### config.mk
export PLATFORM = sky130hd
export DESIGN_NAME = chan_scan_seq
export DESIGN_NICKNAME = d
export VERILOG_FILES = /design/src/rtl/chan_scan_pkg.sv /design/src/rtl/chan_next_pick.sv /design/src/rtl/chan_scan_seq.sv
export SDC_FILE = /design/constraint.sdc
export NUM_CORES = 1
export LEC_CHECK = 0
export ABC_AREA = 0
export ABC_CLOCK_PERIOD_IN_PS = 2200
export BUFFER_PORTS_ARGS = -buffer_cell sky130_fd_sc_hd__buf_2
export CORE_MARGIN = 10
export CORE_UTILIZATION = 50
export CTS_CLUSTER_DIAMETER = 30
export DETAILED_ROUTE_END_ITERATION = 10
export PLACE_DENSITY = 0.8
export SYNTH_ARGS = -nofsm -noshare
export SYNTH_HDL_FRONTEND = slang
export SYNTH_SLANG_ARGS = --single-unit
### constraint.sdc
create_clock -name clk -period 2.2 [get_ports clk]
set_input_delay 0.33 -clock clk [delete_from_list [all_inputs] [get_ports clk]]
set_output_delay 0.33 -clock clk [all_outputs]
set_load 0.02 [all_outputs]
### src/rtl/chan_scan_pkg.sv
// Shared constants, state type and mask helpers for the channel scan sequencer.
package chan_scan_pkg;

    localparam int NUM_CH = 8;
    localparam int IDX_W  = 3;

    typedef enum logic {
        IDLE  = 1'b0,
        DWELL = 1'b1
    } state_e;

    // Index of the lowest set bit; only meaningful when m != 0.
    function automatic logic [IDX_W-1:0] lowest_idx(input logic [NUM_CH-1:0] m);
        lowest_idx = '0;
        for (int i = NUM_CH - 1; i >= 0; i--) begin
            if (m[i]) begin
                lowest_idx = IDX_W'(i);
            end
        end
    endfunction

    function automatic logic higher_exists(input logic [NUM_CH-1:0] m,
                                           input logic [IDX_W-1:0]  idx);
        higher_exists = 1'b0;
        for (int i = 0; i < NUM_CH; i++) begin
            if (m[i] && (i > int'(idx))) begin
                higher_exists = 1'b1;
            end
        end
    endfunction

endpackage

### src/rtl/chan_next_pick.sv
// Combinational channel picker: next higher enabled channel after cur_idx and
// the lowest enabled channel of the mask.
module chan_next_pick
    import chan_scan_pkg::*;
(
    input  logic [NUM_CH-1:0] mask,
    input  logic [IDX_W-1:0]  cur_idx,
    output logic [IDX_W-1:0]  next_idx,
    output logic              next_found,
    output logic [IDX_W-1:0]  low_idx,
    output logic              any_set
);

    // Scanning from the top down lets the last hit win, i.e. the lowest match.
    always_comb begin
        next_idx   = '0;
        next_found = 1'b0;
        low_idx    = '0;
        any_set    = 1'b0;
        for (int i = NUM_CH - 1; i >= 0; i--) begin
            if (mask[i]) begin
                low_idx = IDX_W'(i);
                any_set = 1'b1;
                if (i > int'(cur_idx)) begin
                    next_idx   = IDX_W'(i);
                    next_found = 1'b1;
                end
            end
        end
    end

endmodule

### src/rtl/chan_scan_seq.sv
// Channel scan sequencer: walks the enabled channels of a latched mask, holding
// each for a programmable dwell, and drives a 3-to-8 decoder stage downstream.
module chan_scan_seq
    import chan_scan_pkg::*;
#(
    parameter int DWELL_W = 8
) (
    input  logic                clk,
    input  logic                rst_n,
    input  logic                start,
    input  logic                stop,
    input  logic [NUM_CH-1:0]   mask,
    input  logic [DWELL_W-1:0]  dwell,
    input  logic                continuous,
    output logic                busy,
    output logic [IDX_W-1:0]    dec_in,
    output logic                dec_en,
    output logic                ch_done,
    output logic                scan_done
);

    state_e              state_q, state_d;
    logic [NUM_CH-1:0]   mask_q, mask_d;
    logic [DWELL_W-1:0]  dwell_q, dwell_d;
    logic                cont_q, cont_d;
    logic [DWELL_W-1:0]  cnt_q, cnt_d;
    logic                busy_q, busy_d;
    logic [IDX_W-1:0]    dec_in_q, dec_in_d;
    logic                dec_en_q, dec_en_d;
    logic                ch_done_q, ch_done_d;
    logic                scan_done_q, scan_done_d;

    logic [IDX_W-1:0]    pick_next_idx;
    logic                pick_next_found;
    logic [IDX_W-1:0]    pick_low_idx;
    logic                pick_any;

    logic [DWELL_W-1:0]  load_in_cnt;
    logic [DWELL_W-1:0]  load_lat_cnt;

    // Channel entry request, resolved after the state case below.
    logic                load;
    logic [IDX_W-1:0]    load_idx;
    logic [DWELL_W-1:0]  load_cnt;
    logic [NUM_CH-1:0]   load_mask;

    chan_next_pick u_pick (
        .mask       (mask_q),
        .cur_idx    (dec_in_q),
        .next_idx   (pick_next_idx),
        .next_found (pick_next_found),
        .low_idx    (pick_low_idx),
        .any_set    (pick_any)
    );

    // Counter reload is eff_dwell-1, with a dwell of 0 treated as 1.
    assign load_in_cnt  = (dwell   == '0) ? '0 : dwell   - DWELL_W'(1);
    assign load_lat_cnt = (dwell_q == '0) ? '0 : dwell_q - DWELL_W'(1);

    always_comb begin
        state_d     = state_q;
        mask_d      = mask_q;
        dwell_d     = dwell_q;
        cont_d      = cont_q;
        cnt_d       = cnt_q;
        busy_d      = 1'b0;
        dec_in_d    = '0;
        dec_en_d    = 1'b0;
        ch_done_d   = 1'b0;
        scan_done_d = 1'b0;
        load        = 1'b0;
        load_idx    = '0;
        load_cnt    = '0;
        load_mask   = '0;

        case (state_q)
            IDLE: begin
                if (start && !stop) begin
                    if (mask != '0) begin
                        mask_d    = mask;
                        dwell_d   = dwell;
                        cont_d    = continuous;
                        state_d   = DWELL;
                        load      = 1'b1;
                        load_idx  = lowest_idx(mask);
                        load_cnt  = load_in_cnt;
                        load_mask = mask;
                    end else begin
                        scan_done_d = 1'b1;
                    end
                end
            end

            DWELL: begin
                if (stop) begin
                    state_d = IDLE;
                end else if (cnt_q != '0) begin
                    cnt_d       = cnt_q - DWELL_W'(1);
                    busy_d      = 1'b1;
                    dec_en_d    = 1'b1;
                    dec_in_d    = dec_in_q;
                    ch_done_d   = (cnt_q == DWELL_W'(1));
                    scan_done_d = (cnt_q == DWELL_W'(1)) && !pick_next_found;
                end else if (pick_next_found) begin
                    load      = 1'b1;
                    load_idx  = pick_next_idx;
                    load_cnt  = load_lat_cnt;
                    load_mask = mask_q;
                end else if (cont_q && pick_any) begin
                    load      = 1'b1;
                    load_idx  = pick_low_idx;
                    load_cnt  = load_lat_cnt;
                    load_mask = mask_q;
                end else begin
                    state_d = IDLE;
                end
            end

            default: begin
                state_d = IDLE;
            end
        endcase

        // A one-cycle dwell is its own final cycle, so the done pulses are
        // already due on the entry cycle.
        if (load) begin
            cnt_d       = load_cnt;
            busy_d      = 1'b1;
            dec_en_d    = 1'b1;
            dec_in_d    = load_idx;
            ch_done_d   = (load_cnt == '0);
            scan_done_d = (load_cnt == '0) && !higher_exists(load_mask, load_idx);
        end
    end

    always_ff @(posedge clk or negedge rst_n) begin
        if (!rst_n) begin
            state_q     <= IDLE;
            mask_q      <= '0;
            dwell_q     <= '0;
            cont_q      <= 1'b0;
            cnt_q       <= '0;
            busy_q      <= 1'b0;
            dec_in_q    <= '0;
            dec_en_q    <= 1'b0;
            ch_done_q   <= 1'b0;
            scan_done_q <= 1'b0;
        end else begin
            state_q     <= state_d;
            mask_q      <= mask_d;
            dwell_q     <= dwell_d;
            cont_q      <= cont_d;
            cnt_q       <= cnt_d;
            busy_q      <= busy_d;
            dec_in_q    <= dec_in_d;
            dec_en_q    <= dec_en_d;
            ch_done_q   <= ch_done_d;
            scan_done_q <= scan_done_d;
        end
    end

    assign busy      = busy_q;
    assign dec_in    = dec_in_q;
    assign dec_en    = dec_en_q;
    assign ch_done   = ch_done_q;
    assign scan_done = scan_done_q;

endmodule

Word-level counts from Yosys, hierarchy flattened
Index checks and enable logic that the tools add are counted.
{ "classes": {"n_lt_le_gt_ge": 14, "n_addsub": 3, "reduce_logical": 23, "bitwise_logic": 1, "mux": 115, "eq_ne": 3} }
{ "ops": {"columns": ["op", "n"], "rows": [
  ["two-way mux 8 bit", 18],
  ["two-way mux 3 bit", 40],
  ["two-way mux 1 bit", 51],
  ["case mux 8 bit (2 select lines)", 2],
  ["greater-than comparator 3 bit, first input constant", 8],
  ["logical NOT 8 bit", 3],
  ["subtractor 8 x 1 -> 8 bit, second input constant", 3],
  ["nonzero test 8 bit", 2],
  ["greater-than comparator 2 x 3 -> 1 bit, first input constant", 4],
  ["logical AND 1 bit", 11],
  ["== test 8 x 1 -> 1 bit, second input constant", 1],
  ["greater-than comparator 1 x 3 -> 1 bit, first input constant", 2],
  ["case mux 1 bit (2 select lines)", 3],
  ["case mux 3 bit (2 select lines)", 1],
  ["AND reduction 3 bit", 2],
  ["!= test 4 bit, second input constant", 1],
  ["nonzero test 2 bit", 2],
  ["logical NOT 1 bit", 3],
  ["!= test 2 x 1 -> 1 bit, second input constant", 1],
  ["inverter 1 bit", 1]
]} }
{ "word_totals": {"output_inout_bits": 7, "wordCells": 168, "reg_bits": 32, "in_bits": 21} }

Longest topological paths before layout
Gate-level depths: netlist (run 1).
{ "depth": {"ltp_word": 32, "depth_mapped": 11, "ltp_nobuf": 10} }

By module
From an unflattened synthesis (run 1), not the netlist that was laid out.
{ "hier_totals": {"cells_unflattened": 269, "area_unflattened_um2": 2328.5} }
{ "modules_own_cells": {"columns": ["module", "cells_each", "area_per_inst_um2", "n_inst", "seq_area_each_um2"], "rows": [
  ["chan_scan_seq", 230, 2080.7, 1, 800.8],
  ["chan_next_pick", 39, 247.7, 1, 0.0]
]} }

Worst setup path after synthesis (run 1)
Ideal clock, no wire load.
{ "synth_path": {"path_type": "register -> register", "from": "reg dec_in_q[2] (netlist: dec_in[2])", "to": "reg scan_done_q (netlist: scan_done)", "setup_ns": 0.122, "n_path_buf": 1, "period_less_slack_ns": 2.056, "arrival_time_ns": 1.934, "t_required_ns": 2.078, "setup_slack_ns": 0.144, "path_stages_with_launch": 10, "cell_sequence": "dfrtp_1 > buf_4 > nand2_1 > o21ai_2 > nand2_1 > a311oi_1 > o32ai_1 > a211o_1 > a21oi_1 > o21ai_1"} }
{ "synth_between": {"elab_chain_cells": 32, "word_cells_on_any_way": 82, "classes_between": "order compare: 14; mux: 56; reduce/logical: 12"} }
{ "synth_rtl": {"columns": ["item", "line", "source"], "rows": [
  ["from (decl)", "chan_scan_seq.sv:28", "logic [IDX_W-1:0] dec_in_q, dec_in_d;"],
  ["from (signal assigned)", "chan_scan_seq.sv:155", "dec_in_q <= dec_in_d;"],
  ["greater-than comparator 3 bit", "chan_next_pick.sv:24", "if (i > int'(cur_idx)) begin"],
  ["two-way mux 3 bit / two-way mux 1 bit (equally long branches)", "chan_next_pick.sv:24", null],
  ["two-way mux 3 bit / two-way mux 1 bit (equally long branches)", "chan_next_pick.sv:21", "if (mask[i]) begin"],
  ["two-way mux 3 bit / two-way mux 1 bit (equally long branches)", "chan_next_pick.sv:24", null],
  ["two-way mux 3 bit / two-way mux 1 bit (equally long branches)", "chan_next_pick.sv:21", null],
  ["two-way mux 3 bit / two-way mux 1 bit (equally long branches)", "chan_next_pick.sv:24", null],
  ["two-way mux 3 bit / two-way mux 1 bit (equally long branches)", "chan_next_pick.sv:21", null],
  ["two-way mux 3 bit / two-way mux 1 bit (equally long branches)", "chan_next_pick.sv:24", null],
  ["[11 not listed]", null, null],
  ["greater-than comparator 1 x 3 -> 1 bit", "chan_scan_pkg.sv:26", "if (m[i] && (i > int'(idx))) begin"],
  ["logical AND 1 bit", "chan_scan_pkg.sv:26", null],
  ["two-way mux 1 bit (7 in series)", "chan_scan_pkg.sv:26", null],
  ["two-way mux 1 bit", "chan_scan_seq.sv:126", "if (load) begin"],
  ["logical NOT 1 bit", "chan_scan_seq.sv:132", "scan_done_d = (load_cnt == '0) && !higher_exists(load_mask, load_idx);"],
  ["logical AND 1 bit", "chan_scan_seq.sv:132", null],
  ["two-way mux 1 bit (*)", "chan_scan_seq.sv:126", null],
  ["named net scan_done_d", "chan_scan_seq.sv:31", "logic scan_done_q, scan_done_d;"],
  ["to (signal assigned)", "chan_scan_seq.sv:158", "scan_done_q <= scan_done_d;"],
  ["to (decl)", "chan_scan_seq.sv:31", null]
]} }
Mark *: on every way through the listed nets, which the timed path passes. The rest lies on a longest branch. The select of a mux whose other input is x is not followed.
A chain may end at the register's enable or synchronous reset.

Worst setup path in the final report (run 1)
{ "layout_path": {"from": "reg cnt_q[4]", "to": "reg ch_done_q (netlist: ch_done)"} }
{ "layout_between": {"elab_chain_cells": 6, "word_cells_on_any_way": 13, "classes_between": "eq/ne: 1; mux: 10; reduce/logical: 2"} }
{ "layout_rtl": {"columns": ["item", "line", "source"], "rows": [
  ["from (decl)", "chan_scan_seq.sv:26", "logic [DWELL_W-1:0] cnt_q, cnt_d;"],
  ["from (signal assigned)", "chan_scan_seq.sv:153", "cnt_q <= cnt_d;"],
  ["nonzero test 8 bit", "chan_scan_seq.sv:97", "end else if (cnt_q != '0) begin"],
  ["two-way mux 8 bit", "chan_scan_seq.sv:97", null],
  ["two-way mux 8 bit", "chan_scan_seq.sv:95", "if (stop) begin"],
  ["case mux 8 bit (2 select lines)", "chan_scan_seq.sv:76", "case (state_q)"],
  ["logical NOT 8 bit", "chan_scan_seq.sv:131", "ch_done_d = (load_cnt == '0);"],
  ["two-way mux 1 bit (*)", "chan_scan_seq.sv:126", null],
  ["named net ch_done_d", "chan_scan_seq.sv:30", "logic ch_done_q, ch_done_d;"],
  ["to (signal assigned)", "chan_scan_seq.sv:157", "ch_done_q <= ch_done_d;"],
  ["to (decl)", "chan_scan_seq.sv:30", null]
]} }
Mark *: on every way through the listed nets, which the timed path passes. The rest lies on a longest branch.

==> metrics.md, run 1 <==
| Metric | Value |
|---|---|
| Overflow after GRT | 0 |
| Slew Viols, Final | 0 |
| Placer Congestion | 0.957 |
| Die W | 90.2 um |
| CTS root buffer | clkbuf_8 |
| Sequential share of the synthesized area | 0.325 |
| First-pass GRT wire length | 11.6 mm |
| Static Leak | 1.39 nW |
| Clk buf depth | 2 |
| FF-to-FF End | ch_done |
| DRC viols | 0 |
| Total Power | 2.48 mW |
| Gr usage total | 0.169 |
| Core footprint | 4750 um^2 |
| Top cells by count, synth | nand2_1, dfrtp_1, nor2_1, o21ai_0, a21oi_1 |
| Synth top area share | 0.325 |
| Syn nets | 332 |
| Top FF cell, synth | dfrtp_1 |
| Routing usage on met2 | 0.266 |
| DRT Pass-1 Iters | 5 |
| Worst hold path type | in2async |
| GR peak layer | met2 |
| Final HPWL DP | 5.23 mm |
| Async set or reset register ratio after synthesis | 1.00 |
| Largest net degree at the start of global routing | 33 |
| Top-count cell post-synth | nand2_1 |
| Antenna viol nets, final | 0 |
| Area Growth Syn to Fin | 25.2% |
| Num CTS Buffers | 5 |
| Top post-synthesis cells by area | dfrtp_1, nand2_1, o21ai_0, ha_1, nor2_1 |
| Hold-fix buffers, CTS | 0 |
| Via-to-Cell Ratio | 5.92 |
| Met3 GRT Util | 0.0341 |
| Worst-skew pair later-pin latency | 0.29 ns |
| Outcome | finished, final reports clean |
| DRT iter0 DRCs | 281 |
| Slew headroom | 0.508 |
| Power Density | 803 nW/um^2 |
| Post-synth EDFFs | 0 |
| Reg2reg start | cnt_q[4] |
| Clock slew at reported path FFs | 0.07 ns |
| Number of diodes | 0 |
| Syn Area/Cell | 8.10 um^2 |
| Final Hold Fails | 0 |
| Initial antenna violation count | 0 |
| DP Area | 2840 um^2 |
| Cell count after synthesis | 304 |
| Critical path type | reg2reg |
| R2R cell count | 8 |
| Final Routed Wirelength | 6.94 mm |
| Routed len/inst | 16.1 um |
| Post-synth cell types | 66 |
| Filler instances | 403 |
| Least-Margin Pin Slew | 0.738 ns |
| CTS Sinks | 32 |
| Post-synth top area cell | dfrtp_1 |
| Crit path max fanout | 9 |
| Internal power | 1.51 mW |
| CP required | 2.38 ns |
| CTS HTree Levels | 2 |
| Max-Cap Viols | 0 |
| Final setup violation count | 0 |
| GR Util met1 | 0.219 |
| Net Sw Power | 961 uW |
| Vias in the first global route | 2448 |
| CP Capture Type | flip-flop |
| Reg power frac | 0.359 |
| Cell Area, Synth | 2460 um^2 |
| Worst VDD drop | 0.000458 V |
| Share of layout cells above drive strength 1 | 0.303 |
| I/O Pins | 28 |
| Buffers added on ports | 27 |
| Row cnt | 25 |
| FF+latch count, synth | 32 |
| Max Freq | 0.464 GHz |
| Post-layout util | 0.649 |
| Die Y | 90.2 um |
| Logic gate share of total power | 0.439 |
| Worst Clk Skew | 0.00673 ns |
| Reg2Reg Setup Slack | 0.04 ns |
| Yosys warns | 0 |
| Fin crit period | 2.16 ns |
| Worst endpoint data arrival time | 2.34 ns |
| Die Area | 8140 um^2 |
| Nets | 391 |
| Clock network fraction of design power | 0.202 |
| Starting Density | 0.518 |
| Routed via count | 2546 |
| RSZ-0062 raised after global routing | yes |
| CTS tree | built |
| CP Launch Type | flip-flop |
| Crit share post-route | 0.980 |
| Switching share of total power | 0.388 |
| Design area | 3080 um^2 |
[critical path, cell delays in order, from the launching register on]
cell      delay [ns]
dfrtp_2         0.44
nor4_4          0.33
nand3_2         0.17
nor2_4          0.14
o31ai_2         0.07
buf_4           0.18
or3_1           0.37
and4bb_1        0.21
nand2b_1        0.13
[worst max path at each step]
stage              start   endpoint  cells after the start
2_1_floorplan  dec_in[2]  scan_done                      9
3_3_place_gp   dec_in[0]    ch_done                      8
3_5_place_dp   dec_in[2]    ch_done                      9
4_1_cts        dec_in[0]    ch_done                      8
5_1_grt         cnt_q[4]  scan_done                      9
6_report        cnt_q[4]    ch_done                      8
[logic make-up (layout without fill, tap and decap cells)]
kind of cell    count (synthesis)  in the layout  share of synthesized area
fa+ha+maj                       7              7                     0.0355
compound gates                 90             90                      0.252
xor+xnor                       12             12                     0.0427
simple gates                  137            137                      0.297
buf+inv                        26             85                     0.0472
flops                          32             32                      0.325
[through the flow]
step / instances / hold slack, ns / setup WS [ns] / setup TNS [ns]
2_1_floorplan: 304 / 0.0344 / 0.144 / 0
3_3_place_gp: 416 / 0.420 / -0.00993 / -0.0185
3_5_place_dp: 416 / 0.439 / -0.0254 / -0.0475
4_1_cts: 423 / 0.131 / 0.0133 / 0
5_1_grt: 430 / 0.164 / -0.0754 / -0.420
6_report: 430 / 0.101 / 0.0441 / 0
[metal layers]
metal	up-vias	share of wire
li1	1225	-
met1	1205	0.46
met2	105	0.45
met3	11	0.066
met4	0	0.018
met5	-	0
[state kept, by name, indices dropped and copies added, names as in the netlist]
name,flops
cont_q,1
dec_in,3
dwell_q,8
mask_q,8
ch_done,1
dec_en,1
state_q,1
scan_done,1
cnt_q,8
[power groups by stage]
stage	clock, mW	combinational [mW]	sequential, mW
finish	0.500	1.09	0.889
CTS	0.504	0.990	0.881
detailed placement	0	0.977	0.893
floorplan	0	0.603	0.890
global placement	0	0.963	0.884
global route	0.528	1.20	0.910
[timing repair]
item	in CTS	in global routing
endpoints found under the hold margin	0	0
endpoints found under the setup margin	3	10
resized for setup	3	19
buffers inserted	0	7
pin swaps	0	4
[cells in the final DEF (no fill, tap or decap), types with 3 or more instances in the layout]
master,n
clkbuf_8,7
buf_2,27
xor2_1,4
o21ai_1,6
o21ai_0,22
xnor2_1,7
nand4_1,3
dfrtp_1,26
nor3_1,8
nor2_1,22
inv_1,12
nand3_1,6
o22ai_1,8
nor4_2,3
inv_2,3
buf_4,36
nand2b_1,4
a211o_1,3
or3_1,5
a21oi_1,13
dfrtp_2,6
nor2_2,3
a21o_1,3
nand2_1,53
ha_1,7
nor2b_1,5
[cell type report]
class	instances	area (um^2)	area share
Clock buffer	7	96.3	0.0312
Inverter	15	56.3	0.0183
Multi-Input combinational cell	246	1630	0.530
Sequential cell	32	808	0.262
Tap cell	67	83.8	0.0272
Timing Repair Buffer	63	405	0.131
Power figures use the tool's default switching activity.
==> inputs of run 2 (changes only) <==
--- a/config.mk
+++ b/config.mk
@@ -12,6 +12,7 @@
 export CORE_UTILIZATION = 50
 export CTS_CLUSTER_DIAMETER = 30
 export DETAILED_ROUTE_END_ITERATION = 10
+export MAX_ROUTING_LAYER = met4
 export PLACE_DENSITY = 0.8
 export SYNTH_ARGS = -nofsm -noshare
 export SYNTH_HDL_FRONTEND = slang
==> metrics.md, run 2 (same netlist as run 1, synthesis figures left out) <==
| Metric | Value |
|---|---|
| Outcome | finished with violations |
| CP Capture Type | flip-flop |
| DRC viols | 0 (unchanged) |
| Die Y | 90.2 um (unchanged) |
| Max-Cap Viols | 0 (unchanged) |
| Post-Place Worst Slack | -0.0789 ns (-0.0536 ns) |
| CP startpoint | dec_in[2] |
| End point of the critical path | scan_done |
| Final HPWL DP | 5.35 mm (+2.2%) |
| Num CTS Buffers | 5 (unchanged) |
| RSZ-0062 raised after global routing | yes |
| Final setup margin | -0.0610 ns (-0.105 ns) |
| Clk buf depth | 2 (unchanged) |
| Starting Density | 0.518 (unchanged) |
| Die W | 90.2 um (unchanged) |
| Slew headroom | 0.514 (+0.00558) |
| Routed via count | 2572 (+1.0%) |
| CP required | 2.38 ns (about the same) |
| Placer Congestion | 0.976 (+2.0%) |
| Final setup violation count | 1 (+1) |
| Static Leak | 1.38 nW (-1.2%) |
| Worst VDD drop | 0.000436 V (-4.7%) |
| Worst-path cell chain | nor2b_1 > o311ai_2 > nand2_1 > a311oi_1 > o32ai_1 > a211o_1 > a21oi_1 > o21ai_1 |
| Worst-skew pair later-pin latency | 0.29 ns (about the same) |
| Critical path type | reg2reg |
| CTS HTree Levels | 2 (unchanged) |
| Max Freq | 0.442 GHz (-4.6%) |
| DRT iter0 DRCs | 450 (+60%) |
| Biggest regs | cnt_q (8), dwell_q (8), mask_q (8) |
| Commonest non-fill, non-tap cell in the layout | nand2_1 |
| Vias in the first global route | 2436 (-0.49%) |
| Most frequent cells in the layout | nand2_1, dfrtp_1, buf_4 |
| Reg2Reg Setup Slack | -0.06 ns (-0.11 ns) |
| Clock slew at reported path FFs | 0.07 ns (about the same) |
| First-pass GRT wire length | 11.7 mm (+1.3%) |
| Number of diodes | 0 (unchanged) |
| Buffers added on ports | 27 (unchanged) |
| Worst Clk Skew | 0.00483 ns (-0.00191 ns) |
| Fin crit period | 2.26 ns (+0.105 ns) |
| CTS Sinks | 32 (unchanged) |
| Initial antenna violation count | 0 (unchanged) |
| CP max-delay cell | dfrtp_2 |
| R2R cell count | 8 (unchanged) |
| Power Density | 841 nW/um^2 (+4.8%) |
| Reg2reg start | dec_in[2] |
| Overflow after GRT | 0 (unchanged) |
| Final Routed Wirelength | 7.13 mm (+2.7%) |
| CTS tree | built |
| Worst endpoint data arrival time | 2.44 ns (+0.10 ns) |
| Gr usage total | 0.176 (+0.00720) |
| Slew Viols, Final | 0 (unchanged) |
| Row cnt | 25 (unchanged) |
| I/O Pins | 28 (unchanged) |
| Nets | 385 (-1.5%) |
| Routed len/inst | 16.8 um (+3.9%) |
| Crit share post-route | 1.03 (+0.0478) |
| Crit path max fanout | 8 (-1) |
| CP max stage delay | 0.45 ns (about the same) |
| Die Area | 8140 um^2 (unchanged) |
| DRT Pass-1 Iters | 5 (unchanged) |
| Total Power | 2.54 mW (+2.8%) |
| CTS root buffer | clkbuf_8 |
| Worst hold path type | in2async |
| Share of layout cells above drive strength 1 | 0.268 (-0.0349) |
| Area Growth Syn to Fin | 22.8% |
| Failing checks | negative setup slack |
| FF-to-FF End | scan_done |
| Final Hold Fails | 0 (unchanged) |
| Largest net degree at the start of global routing | 33 (unchanged) |
| Least-Margin Pin Slew | 0.729 ns (-0.00837 ns) |
| Antenna viol nets, final | 0 (unchanged) |
| CP Launch Type | flip-flop |
| Core footprint | 4750 um^2 (unchanged) |
| Via-to-Cell Ratio | 6.05 (+2.2%) |
## run 2: how the worst min path moves through the flow
stage	slack, ns	endpoint
after floorplan	0.03	ch_done
after global placement	0.42	mask_q[5]
after detailed placement	0.42	mask_q[3]
after CTS	0.11	dwell_q[5]
after global routing	0.15	mask_q[4]
final	0.09	mask_q[1]
## run 2: final cells by class
type / instances / area (um^2)
Clock buffer: 7 / 96.3
Clock inverter: 1 / 30.0
Fill cell: 412 / 1730
Inverter: 15 / 56.3
Multi-Input combinational cell: 246 / 1600
Sequential cell: 32 / 803
Tap cell: 67 / 83.8
Timing Repair Buffer: 57 / 360
## run 2: worst max-delay path, delay by kind of cell (launching register included)
family	cells	cell delay [ns]
AOI/OAI and AO/OA	6	1.45
DFF	1	0.45
and+or+nand+nor	2	0.25
## run 2: where the power goes
group          switching [mW]  internal (mW)  total (mW)
registers               0.161          0.728       0.889
logic                   0.564          0.459        1.02
clock network           0.232          0.400       0.632
total                   0.957           1.59        2.54
## run 2: stage by stage
stage          instance area [um^2]  setup TNS [ns]  hold slack [ns]   util  cells
4_1_cts                        2970               0            0.113  0.624    422
6_report                       3030         -0.0610           0.0891  0.636    425
5_1_grt                        3030          -0.830            0.152  0.636    425
3_3_place_gp                   2830         -0.0812            0.417  0.594    414
3_5_place_dp                   2830          -0.222            0.425  0.594    414
2_1_floorplan                  2460               0           0.0344      -    304
## run 2: routing by layer
layer  wire length [um]  track usage
met4                166       0.0756
met2               3310        0.267
met5                  0            -
met1               3130        0.224
met3                524       0.0324
## run 2: timing repair
item	in CTS	in global routing
setup endpoints to repair	4	10
pin swaps	0	4
resized for setup	4	7
hold buffers	0	0
hold endpoints to repair	0	0
buffers inserted	0	3
==> inputs of run 3 (changes only) <==
--- a/config.mk
+++ b/config.mk
@@ -10,6 +10,7 @@
 export BUFFER_PORTS_ARGS = -buffer_cell sky130_fd_sc_hd__buf_2
 export CORE_MARGIN = 10
 export CORE_UTILIZATION = 50
+export CTS_BUF_LIST = sky130_fd_sc_hd__clkbuf_16
 export CTS_CLUSTER_DIAMETER = 30
 export DETAILED_ROUTE_END_ITERATION = 10
 export MAX_ROUTING_LAYER = met4
==> constraint.sdc (replaced) <==
create_clock -name clk -period 2.2 [get_ports clk]
set_input_delay 0.33 -clock clk [delete_from_list [all_inputs] [get_ports clk]]
set_output_delay 0.33 -clock clk [all_outputs]
set_load 0.005 [all_outputs]
==> metrics.md, run 3 (same netlist as run 1, synthesis figures left out) <==
| Metric | Value |
|---|---|
| CP Capture Type | flip-flop |
| CP max stage delay | 0.57 ns (+0.12 ns) |
| Most frequent cells in the layout | nand2_1, buf_4, dfrtp_1 |
| Die W | 90.2 um (unchanged) |
| Nets | 393 (+2.1%) |
| Initial antenna violation count | 0 (unchanged) |
| Die Y | 90.2 um (unchanged) |
| Overflow after GRT | 0 (unchanged) |
| Num CTS Buffers | 5 (unchanged) |
| CP Launch Type | flip-flop |
| Crit path max fanout | 2 (-6) |
| Slew headroom | 0.524 (+0.0101) |
| DRC viols | 0 (unchanged) |
| Area Growth Syn to Fin | 28.0% |
| Routed via count | 2651 (+3.1%) |
| Via-to-Cell Ratio | 6.12 (+1.2%) |
| Final setup violation count | 1 (unchanged) |
| Share of layout cells above drive strength 1 | 0.290 (+0.0215) |
| Filler instances | 391 (-5.1%) |
| Placed cell count | 414 (unchanged) |
| Net Sw Power | 1.00 mW (+4.8%) |
| Outcome | finished with violations |
| Worst endpoint data arrival time | 2.44 ns (about the same) |
| Antenna viol nets, final | 0 (unchanged) |
| Static Leak | 1.43 nW (+4.1%) |
| Least-Margin Pin Slew | 0.714 ns (-0.0152 ns) |
| DRT iter0 DRCs | 417 (-7.3%) |
| Max Freq | 0.447 GHz (+1.1%) |
| Logic gate share of total power | 0.389 (-0.013) |
| CTS Sinks | 32 (unchanged) |
| I/O Pins | 28 (unchanged) |
| Switching share of total power | 0.367 (-0.00911) |
| Worst-skew pair later-pin latency | 0.28 ns (about the same) |
| Routed len/inst | 17.7 um (+5.6%) |
| Crit share post-route | 1.02 (-0.0114) |
| First-pass GRT wire length | 11.8 mm (+0.54%) |
| CP startpoint | dwell_q[4] |
| Power Density | 867 nW/um^2 (+3.1%) |
| Largest net degree at the start of global routing | 33 (unchanged) |
| Starting Density | 0.518 (unchanged) |
| Max-Cap Viols | 0 (unchanged) |
| Post-Layout Cell Count | 433 (+1.9%) |
| Placer Congestion | 0.976 (unchanged) |
| Clock network fraction of design power | 0.285 (+0.037) |
| Worst Clk Skew | 0.00629 ns (+0.00146 ns) |
| Worst hold path type | in2async |
| Die Area | 8140 um^2 (unchanged) |
| Number of diodes | 0 (unchanged) |
| Critical path type | reg2reg |
| Final HPWL DP | 5.35 mm (unchanged) |
| Worst path bufs/invs | 0 (unchanged) |
| Final Hold Fails | 0 (unchanged) |
| Reg2reg start | dwell_q[4] |
| Clk buf depth | 2 (unchanged) |
| Vias in the first global route | 2430 (-0.25%) |
| Delay-heaviest family, CP | simple AND/OR/NAND/NOR gates |
| Worst-path cell chain | or4_4 > nor4_4 > xnor2_2 > o2111a_1 > o31ai_2 > and4bb_1 > nand4_1 > o21ai_1 |
| Internal power | 1.73 mW (+9.0%) |
| Buffers added on ports | 27 (unchanged) |
| Reg power frac | 0.326 (-0.023) |
| CP max-delay cell | or4_4 |
| Core footprint | 4750 um^2 (unchanged) |
| Post-layout util | 0.663 (+0.0268) |
| Fin crit period | 2.24 ns (-0.0250 ns) |
| CTS tree | built |
| Row cnt | 25 (unchanged) |
| Worst VDD drop | 0.000509 V (+17%) |
| CTS HTree Levels | 2 (unchanged) |
| CP required | 2.40 ns (+0.02 ns) |
| Failing checks | negative setup slack |
| Clock slew at reported path FFs | 0.05 ns (-0.02 ns) |
| DRT Pass-1 Iters | 5 (unchanged) |
| Slew Viols, Final | 0 (unchanged) |
| CTS root buffer | clkbuf_16 |
| RSZ-0062 raised after global routing | yes |
| Biggest regs | cnt_q (8), dwell_q (8), mask_q (8) |
| Gr usage total | 0.176 (unchanged) |
| Final setup margin | -0.0359 ns (+0.0250 ns) |
| Final Routed Wirelength | 7.67 mm (+7.6%) |
| Commonest non-fill, non-tap cell in the layout | nand2_1 |
run 3: cell types whose count changed in the layout (fill, tap and decap cells not counted), moves of 2 or more:
| cell | previous run | this run |
|---|---|---|
| buf_4 | 30 | 36 |
| clkbuf_8 | 7 | 0 |
| clkinv_1 | 0 | 2 |
| clkbuf_16 | 0 | 5 |
run 3: path summary, 6_finish.rpt:
| path | endpoint | slack, ns | cells after the start |
|---|---|---|---|
| max in group asynchronous | dec_in[1] | 1.60 | 1 |
| min | mask_q[4] | 0.10 | 1 |
| min in group clk | cont_q | 0.25 | 3 |
| min reg2reg | cnt_q[3] | 0.51 | 2 |
| max | scan_done | -0.04 | 8 |
| max reg2reg | scan_done | -0.04 | 8 |
run 3: power groups by stage:
stage / registers [mW] / logic, mW / clock network (mW)
after global placement: 0.884 / 0.934 / 0
after global routing: 0.906 / 1.16 / 0.819
final: 0.890 / 1.06 / 0.779
after floorplan: 0.881 / 0.601 / 0
after CTS: 0.885 / 0.965 / 0.778
after detailed placement: 0.894 / 0.951 / 0
run 3: final cells by class:
| type | instances | area (um^2) | share of cell area |
|---|---|---|---|
| timing repair inverter | 1 | 7.51 | 0.00238 |
| multi-input combinational | 246 | 1620 | 0.514 |
| clock buffer | 5 | 125 | 0.0397 |
| clock inverter | 3 | 37.5 | 0.0119 |
| inverter | 15 | 56.3 | 0.0179 |
| tap | 67 | 83.8 | 0.0266 |
| timing repair buffer | 64 | 417 | 0.132 |
| sequential | 32 | 805 | 0.255 |
run 3: what timing repair did:
| item | 4_1_cts | 5_1_grt |
|---|---|---|
| hold buffers | 0 | 0 |
| gates resized for setup | 4 | 15 |
| gates cloned | 0 | 1 |
| pin swaps | 0 | 4 |
| endpoints found under the setup margin | 4 | 10 |
| setup buffers | 0 | 10 |
run 3: worst register-to-register path, cell delays in order (launching register included):
cell and delay (ns):
dfrtp_1 0.38, or4_4 0.57, nor4_4 0.19, xnor2_2 0.16, o2111a_1 0.26, o31ai_2 0.07, and4bb_1 0.29, nand4_1 0.09
o21ai_1 0.15
run 3: per-layer routing:
layer / track usage / wire [um]
met5: - / 0
met3: 0.0291 / 680
met2: 0.273 / 3640
met1: 0.225 / 3110
met4: 0.0637 / 232
run 3: through the flow:
step	cell area, um^2	hold WS (ns)	worst slack (ns)	setup TNS (ns)	total power, mW
2_1_floorplan	2460	0.0344	0.160	0	1.48
6_report	3150	0.101	-0.0359	-0.0359	2.73
3_5_place_dp	2830	0.425	-0.0789	-0.222	1.84
4_1_cts	3000	0.135	0.00772	0	2.63
3_3_place_gp	2830	0.417	-0.0418	-0.0812	1.82
5_1_grt	3150	0.165	-0.132	-0.675	2.88
